--- src/rtl/sha256_pkg.sv ---
// Shared SHA-256 definitions: word size, round count, schedule FSM states and
// the small-sigma functions used by the message schedule.
package sha256_pkg;

    localparam int unsigned WordWidth = 32;
    localparam int unsigned NumRounds = 64;

    typedef enum logic [0:0] {
        StIdle,
        StRun
    } msched_state_e;

    // sigma0(x) = ROTR7 ^ ROTR18 ^ SHR3
    function automatic logic [31:0] sigma0(input logic [31:0] x);
        return {x[6:0], x[31:7]} ^ {x[17:0], x[31:18]} ^ (x >> 3);
    endfunction

    // sigma1(x) = ROTR17 ^ ROTR19 ^ SHR10
    function automatic logic [31:0] sigma1(input logic [31:0] x);
        return {x[16:0], x[31:17]} ^ {x[18:0], x[31:19]} ^ (x >> 10);
    endfunction

endpackage

--- src/rtl/sha256_msg_schedule.sv ---
// SHA-256 message-schedule expander: 16-word sliding window streaming W0..W63.
// Optional macro SHA256_BYTE_SWAP_EN byte-reverses each block word at load.
module sha256_msg_schedule #(
    parameter int unsigned BlockWidth = 512,
    parameter int unsigned WordWidth  = 32,
    parameter int unsigned NumRounds  = 64
) (
    input  logic                  clk_i,
    input  logic                  rst_i,
    input  logic                  start_i,
    input  logic                  clear_i,
    input  logic [BlockWidth-1:0] block_i,
    input  logic                  stall_i,
    output logic [WordWidth-1:0]  w_o,
    output logic                  w_valid_o,
    output logic [5:0]            round_o,
    output logic                  busy_o,
    output logic                  done_o
);
    import sha256_pkg::*;

    if (WordWidth != 32) begin : g_bad_word_width
        $error("sha256_msg_schedule: WordWidth must be 32");
    end
    if (BlockWidth != 16 * WordWidth) begin : g_bad_block_width
        $error("sha256_msg_schedule: BlockWidth must be 16 * WordWidth");
    end
    if (NumRounds < 1 || NumRounds > 64) begin : g_bad_rounds
        $error("sha256_msg_schedule: NumRounds must be in 1..64");
    end

    localparam logic [5:0] LastRound = 6'(NumRounds - 1);

    function automatic logic [WordWidth-1:0] load_word(input logic [WordWidth-1:0] x);
`ifdef SHA256_BYTE_SWAP_EN
        return {x[7:0], x[15:8], x[23:16], x[31:24]};
`else
        return x;
`endif
    endfunction

    msched_state_e        state_q, state_d;
    logic [WordWidth-1:0] win_q [16];
    logic [WordWidth-1:0] win_d [16];
    logic [5:0]           cnt_q, cnt_d;
    logic                 done_q, done_d;
    logic [WordWidth-1:0] w_new;

    // W[t+16] from the current window, where win_q[0] holds W[t].
    assign w_new = sigma1(win_q[14]) + win_q[9] + sigma0(win_q[1]) + win_q[0];

    always_comb begin
        state_d = state_q;
        win_d   = win_q;
        cnt_d   = cnt_q;
        done_d  = 1'b0;

        unique case (state_q)
            StIdle: begin
                if (start_i) begin
                    for (int j = 0; j < 16; j++) begin
                        win_d[j] = load_word(block_i[WordWidth*j +: WordWidth]);
                    end
                    cnt_d   = '0;
                    state_d = StRun;
                end
            end
            StRun: begin
                if (!stall_i) begin
                    for (int i = 0; i < 15; i++) begin
                        win_d[i] = win_q[i+1];
                    end
                    win_d[15] = w_new;
                    if (cnt_q == LastRound) begin
                        cnt_d   = '0;
                        done_d  = 1'b1;
                        state_d = StIdle;
                    end else begin
                        cnt_d = cnt_q + 6'd1;
                    end
                end
            end
            default: state_d = StIdle;
        endcase

        // Abort overrides everything, including a start in the same cycle.
        if (clear_i) begin
            state_d = StIdle;
            win_d   = '{default: '0};
            cnt_d   = '0;
            done_d  = 1'b0;
        end
    end

    always_ff @(posedge clk_i) begin
        if (rst_i) begin
            state_q <= StIdle;
            win_q   <= '{default: '0};
            cnt_q   <= '0;
            done_q  <= 1'b0;
        end else begin
            state_q <= state_d;
            win_q   <= win_d;
            cnt_q   <= cnt_d;
            done_q  <= done_d;
        end
    end

    assign w_o       = win_q[0];
    assign w_valid_o = (state_q == StRun);
    assign busy_o    = (state_q == StRun);
    assign round_o   = cnt_q;
    assign done_o    = done_q;

endmodule

--- config.mk ---
export PLATFORM = sky130hd
export DESIGN_NAME = sha256_msg_schedule
export DESIGN_NICKNAME = d
export VERILOG_FILES = /design/src/rtl/sha256_pkg.sv /design/src/rtl/sha256_msg_schedule.sv
export SDC_FILE = /design/constraint.sdc
export NUM_CORES = 1
export LEC_CHECK = 0
export ABC_AREA = 1
export BUFFER_PORTS_ARGS = -buffer_cell sky130_fd_sc_hd__buf_2
export CAP_MARGIN = 10
export CORE_MARGIN = 3
export CORE_UTILIZATION = 56
export CTS_CLUSTER_DIAMETER = 30
export DETAILED_ROUTE_END_ITERATION = 12
export GPL_TIMING_DRIVEN = 0
export HOLD_SLACK_MARGIN = 0.15
export PLACE_DENSITY = 0.81
export REMOVE_ABC_BUFFERS = 1
export SYNTH_ARGS = -nofsm -noshare
export SYNTH_HDL_FRONTEND = slang
export SYNTH_SLANG_ARGS = --single-unit
--- constraint.sdc ---
create_clock -name clk_i -period 4.6 [get_ports clk_i]
set_input_delay 0.92 -clock clk_i [delete_from_list [all_inputs] [get_ports clk_i]]
set_output_delay 0.92 -clock clk_i [all_outputs]
set_load 0.02 [all_outputs]
After elaboration in Yosys (flattened, before gate mapping). Index checks and enable logic that the tools add are counted.

Register bits after elaboration: 520. Input port bits: 517. Output and inout port bits: 41. Word-level logic and storage cells: 46.

$add $sub $neg: 4. Eq/ne operators: 3. Mux-type cells: 12. Bitwise logic cells: 5. Reductions and logical operators: 3.

Operator list (count): $mux 512 (2); $pmux 512 s2 (1); $add 32x32->32 (3); $xor 32x32->32 (2); $xor 32x22->32 (1); $xor 32x29->32 (1); $mux 6 (3); $pmux 6 s2 (1); $add 6x1->6 const B (1); $eq 6x6->1 const B (1); $mux 1 (4); $ne 2x2->1 const B (2); $reduce_or 4->1 (1); $pmux 1 s2 (1); $reduce_and 2->1 (1); $reduce_or 2->1 (1); $not 1->1 (1).

Logic depth before layout (Yosys ltp).
Depth after elaboration: 7. Depth in mapped cells: 18. Mapped depth without buffers: 18.

Worst setup path before layout. Ideal clock, no wire load.

Path type: flip-flop to flip-flop. From: register win_q[50] (netlist name). To: register win_q[17] (netlist name). Setup time: 0.070 ns. Arrival: 3.124 ns. Data required time: 4.530 ns. Slack: 1.407 ns. Stages on the path, launching flop included: 18. Path buffers: 1. Period minus slack after synthesis: 3.193 ns. Cell sequence: dfxtp_1 -> buf_2 -> xnor2_1 -> xor2_1 -> fa_1 -> inv_1 -> fa_1 -> ha_1 -> fa_1 -> nand3_1 -> nand3_1 -> nand2_1 -> nand2_1 -> inv_1 -> nor2_1 -> o21ai_0 -> nand3_1 -> a21oi_1.

Word-level cells in the longest chain between the ends: 7.

RTL lines: start, declared (line sha256_msg_schedule.sv:43) `logic [WordWidth-1:0] win_q [16];`; start signal, assigned (line sha256_msg_schedule.sv:103) `win_q <= win_d;`; $xor 32x32->32 (line sha256_pkg.sv:20) `return {x[16:0], x[31:17]} ^ {x[18:0], x[31:19]} ^ (x >> 10);`; $xor 32x22->32 * (line sha256_pkg.sv:20); $add 32x32->32 * (3 in series) (line sha256_msg_schedule.sv:50) `assign w_new = sigma1(win_q[14]) + win_q[9] + sigma0(win_q[1]) + win_q[0];`; $mux 512 * (line sha256_msg_schedule.sv:69) `if (!stall_i) begin`; $pmux 512 s2 * (line sha256_msg_schedule.sv:58) `unique case (state_q)`.

Every way passes the cells marked *; elsewhere a longest branch is shown, timed or not. The select of a mux whose other input is x is not followed. A chain may end at the register's enable or synchronous reset.

Final worst setup path.
From: register win_q[52] (netlist name). To: register win_q[9] (netlist name).

Word-level cells in the longest chain between the ends: 7.

RTL lines (line): $xor 32x32->32 (sha256_pkg.sv:20); $xor 32x22->32 (sha256_pkg.sv:20); $add 32x32->32 (3 in series) (sha256_msg_schedule.sv:50); $mux 512 (sha256_msg_schedule.sv:69); $pmux 512 s2 (sha256_msg_schedule.sv:58).

Every way passes these cells. The select of a mux whose other input is x is not followed.

==> results.yml <==
outcome:
  status: "finished, final reports clean"
power:
  pwr-share-comb_pct: 15.9
  irDropWorstVdd_mv: 0.4039
  p_int_w: 0.01114
  p_clk_share_pct: 52.0
  p_switching_w: 0.004295
  switching_share_pct: 27.83
  pwr-share-seq_pct: 32.1
  leakage_nw: 14.59
  powerDensity_nw_per_um2: 463.6
sta:
  finalSetupViolations: 0
  tightest_slew_ps: 1284
  fin_skew_ps: 18.91
  finalMaxSlewViolations: 0
  finalWorstPathRequiredPeriod_ps: 4244
  rsz0062_at_grt: "no"
  finalCritPeriodShare_pct: 92.26
  finalHoldViolCount: 0
  max_freq_mhz: 235.6
  slew-limit-headroom_pct: 14.40
  finalSetupTns_ps: 0
placement:
  hpwlAfterDp_mm: 60.16
  placed_cell_area_um2: 29410
  dp.cells: 4585
  io_buffers: 557
  place.gp.congestion: 0.9333
global_routing:
  grt_pass1_wl_mm: 133.4
  grt_max_degree: 280
  grt_overflow: 0
  grt_use_total_pct: 33.20
  first_global_vias: 24910
  grt_antenna_before_repair: 30
worst_setup_path:
  crit_top_cell: "fa_1"
  arrival_ps: 4760
  timing.rr.end: "win_q[9]"
  rrSetupSlack_ps: 360
  crit_chain: "xnor2_1 -> xor2_1 -> fa_1 -> inv_1 -> fa_1 -> ha_1 -> fa_1 -> nand3_1 -> nand3_1 -> nand2_1 -> nand2_1 -> xnor2_1 -> o21ai_0 -> o21bai_1 -> inv_1"
  critical-path-slowest-cell: "dfxtp_1"
  rr_startpoint: "win_q[52]"
  critPathCaptureType: "register"
  critPathLaunchType: "register"
  r2r_cells: 15
  crit_type: "reg2reg"
  critPathRequiredTime_ps: 5120
  slowest_delay_ps: 640
  crit_fanout: 5
yosys:
  synth-seq-cells: 520
  yosys_warnings: 0
  synth-seq-area-share_pct: 38.84
  synth_cells: 3723
  synth.area.top_cells: "dfxtp_1 (39%), nand2_1 (17%), a31oi_1 (11%)"
  synth_area_um2: 26800
  yosysUniqueCellTypes: 33
  synth_top_area_share_pct: 38.84
  synth.largest_area_cell: "dfxtp_1"
  synth-main-ff-cell: "dfxtp_1"
  synth-edff-count: 0
  syn_avg_cell_area_um2: 7.199
  async_flop_share_pct: 0
floorplanning:
  die_y_um: 224.8
  die_x_um: 224.8
  coreArea_um2: 46950
  initial_core_util_pct: 57.08
  rows: 79
  die-area_um2: 50520
  ios: 558
final_layout:
  fin_nets: 4699
  area_delta_synth_final_pct: 24.22
  fill_cells: 3831
  final_core_util_pct: 70.90
  drive_gt1_share_pct: 18.52
  final_common_cell: "nand2_1"
  fin_area_um2: 33290
  mostFrequentLayoutCells: "nand2_1 (1210), buf_2 (557), dfxtp_1 (519), a31oi_1 (483), o21ai_0 (464)"
  instances_no_fill: 4805
cts:
  clk_path_buf_depth: 3
  cts-resized-gates: 0
  clock_sinks: 520
  holdBufCountCts: 0
  cts_root_buf: "clkbuf_16"
  h-tree-depth: 3
  cts_buffers: 107
  clk_pin_slew_ps: 50
  insertion_delay_ps: 640
  cts_setup_buffers: 0
  cts_tree: "built"
routing:
  drtIter0Drc: 2750
  drtAntennaViolNets: 0
  dr.pass1.iters: 6
  drcViolationCount: 0
  routed_wl_mm: 88.69
  vias_per_cell: 5.640
  wl_per_cell_um: 18.46
  vias: 27100
min_path:
  holdCritPathClass: "reg2reg"
  min_path_cells: 2
  worstHoldStart: "win_q[116]"
  holdPathEnd: "win_q[148]"
run:
  maxCapViolCount: 0
==> layout make-up <==
type	count	area [um2]	area share [%]
multi-input cells	2630	13960	41.93
flip-flops and latches	520	10410	31.28
repair buffers	580	3338	10.03
clock buffers	145	3064	9.204
inverters	249	953.4	2.864
well taps	607	759.5	2.281
clock inverters	55	755.7	2.270
diodes	19	47.55	0.1428
==> power groups by stage <==
stage	Sequential, W	Combinational, W	Clock (W)
detailed placement	0.00502	0.00240	0
CTS	0.00495	0.00243	0.00807
floorplan	0.00500	0.00163	0
global placement	0.00508	0.00246	0
finish	0.00496	0.00246	0.00802
global route	0.00497	0.00275	0.00832
==> worst max path at each step <==
stage	startpoint	end	slack [ps]	cells after the start
floorplan	busy_o	w_o[31]	-18290	6
global placement	busy_o	round_o[4]	-35830	6
detailed placement	busy_o	win_q[420]	300	8
CTS	busy_o	win_q[389]	290	8
global route	busy_o	win_q[197]	130	9
finish	win_q[52]	win_q[9]	360	15
==> state kept, by name, summed over array words and instances (netlist names) <==
| name | cells |
|---|---|
| busy_o | 1 |
| round_o | 6 |
| w_o | 32 |
| done_o | 1 |
| win_q | 480 |
==> stage by stage <==
stage          total power, W  worst slack [ps]  hold slack [ps]
5_1_grt               0.01605             133.8            472.7
2_1_floorplan        0.006633            -18290            449.9
3_5_place_dp         0.007427             296.3            455.1
6_report              0.01543             355.8            454.8
3_3_place_gp         0.007539            -35830            456.3
4_1_cts               0.01545             294.4            459.1
==> cells in the mapped netlist, types with 2 or more instances <==
master,n
o21bai_1,6
nor3_1,4
buf_2,121
nand3_1,42
dfxtp_1,520
clkbuf_1,164
buf_4,39
nand3b_1,6
inv_1,246
a31oi_1,483
and2_1,2
nor2_1,49
a21oi_1,46
o21ai_1,80
fa_1,62
o21ai_0,464
xor2_1,57
a21o_1,2
xnor2_1,75
nand2_1,1210
inv_4,2
ha_1,32
==> cell families after synthesis <==
kind of cell,count (synthesis),synth area share [%]
AO/OA/AOI/OAI,1085,22.66
XOR/XNOR,132,4.314
adder cells (fa/ha/maj),94,6.125
buffers and inverters,574,9.197
flip-flops,520,38.84
AND/OR/NAND/NOR,1318,18.86
==> routing by layer <==
metal | track usage (%) | share of wire [%] | routed length (um)
met2 | 54.81 | 47 | 41940
met4 | 13.47 | 3.9 | 3502
met5 | 0 | 0.16 | 146
met1 | 42.06 | 40 | 35870
met3 | 7.909 | 8.1 | 7224
==> critical path: cells and delay by family, from the launching register on <==
kind,cells,cell delay (ps)
adders and majority gates,4,1650
xor gates and xnor gates,3,850
DFF,1,640
and+or+nand+nor,4,540
AOI/OAI and AO/OA,2,310
buffers and inverters,2,130
Note: power is estimated with default switching activity, not from simulation.
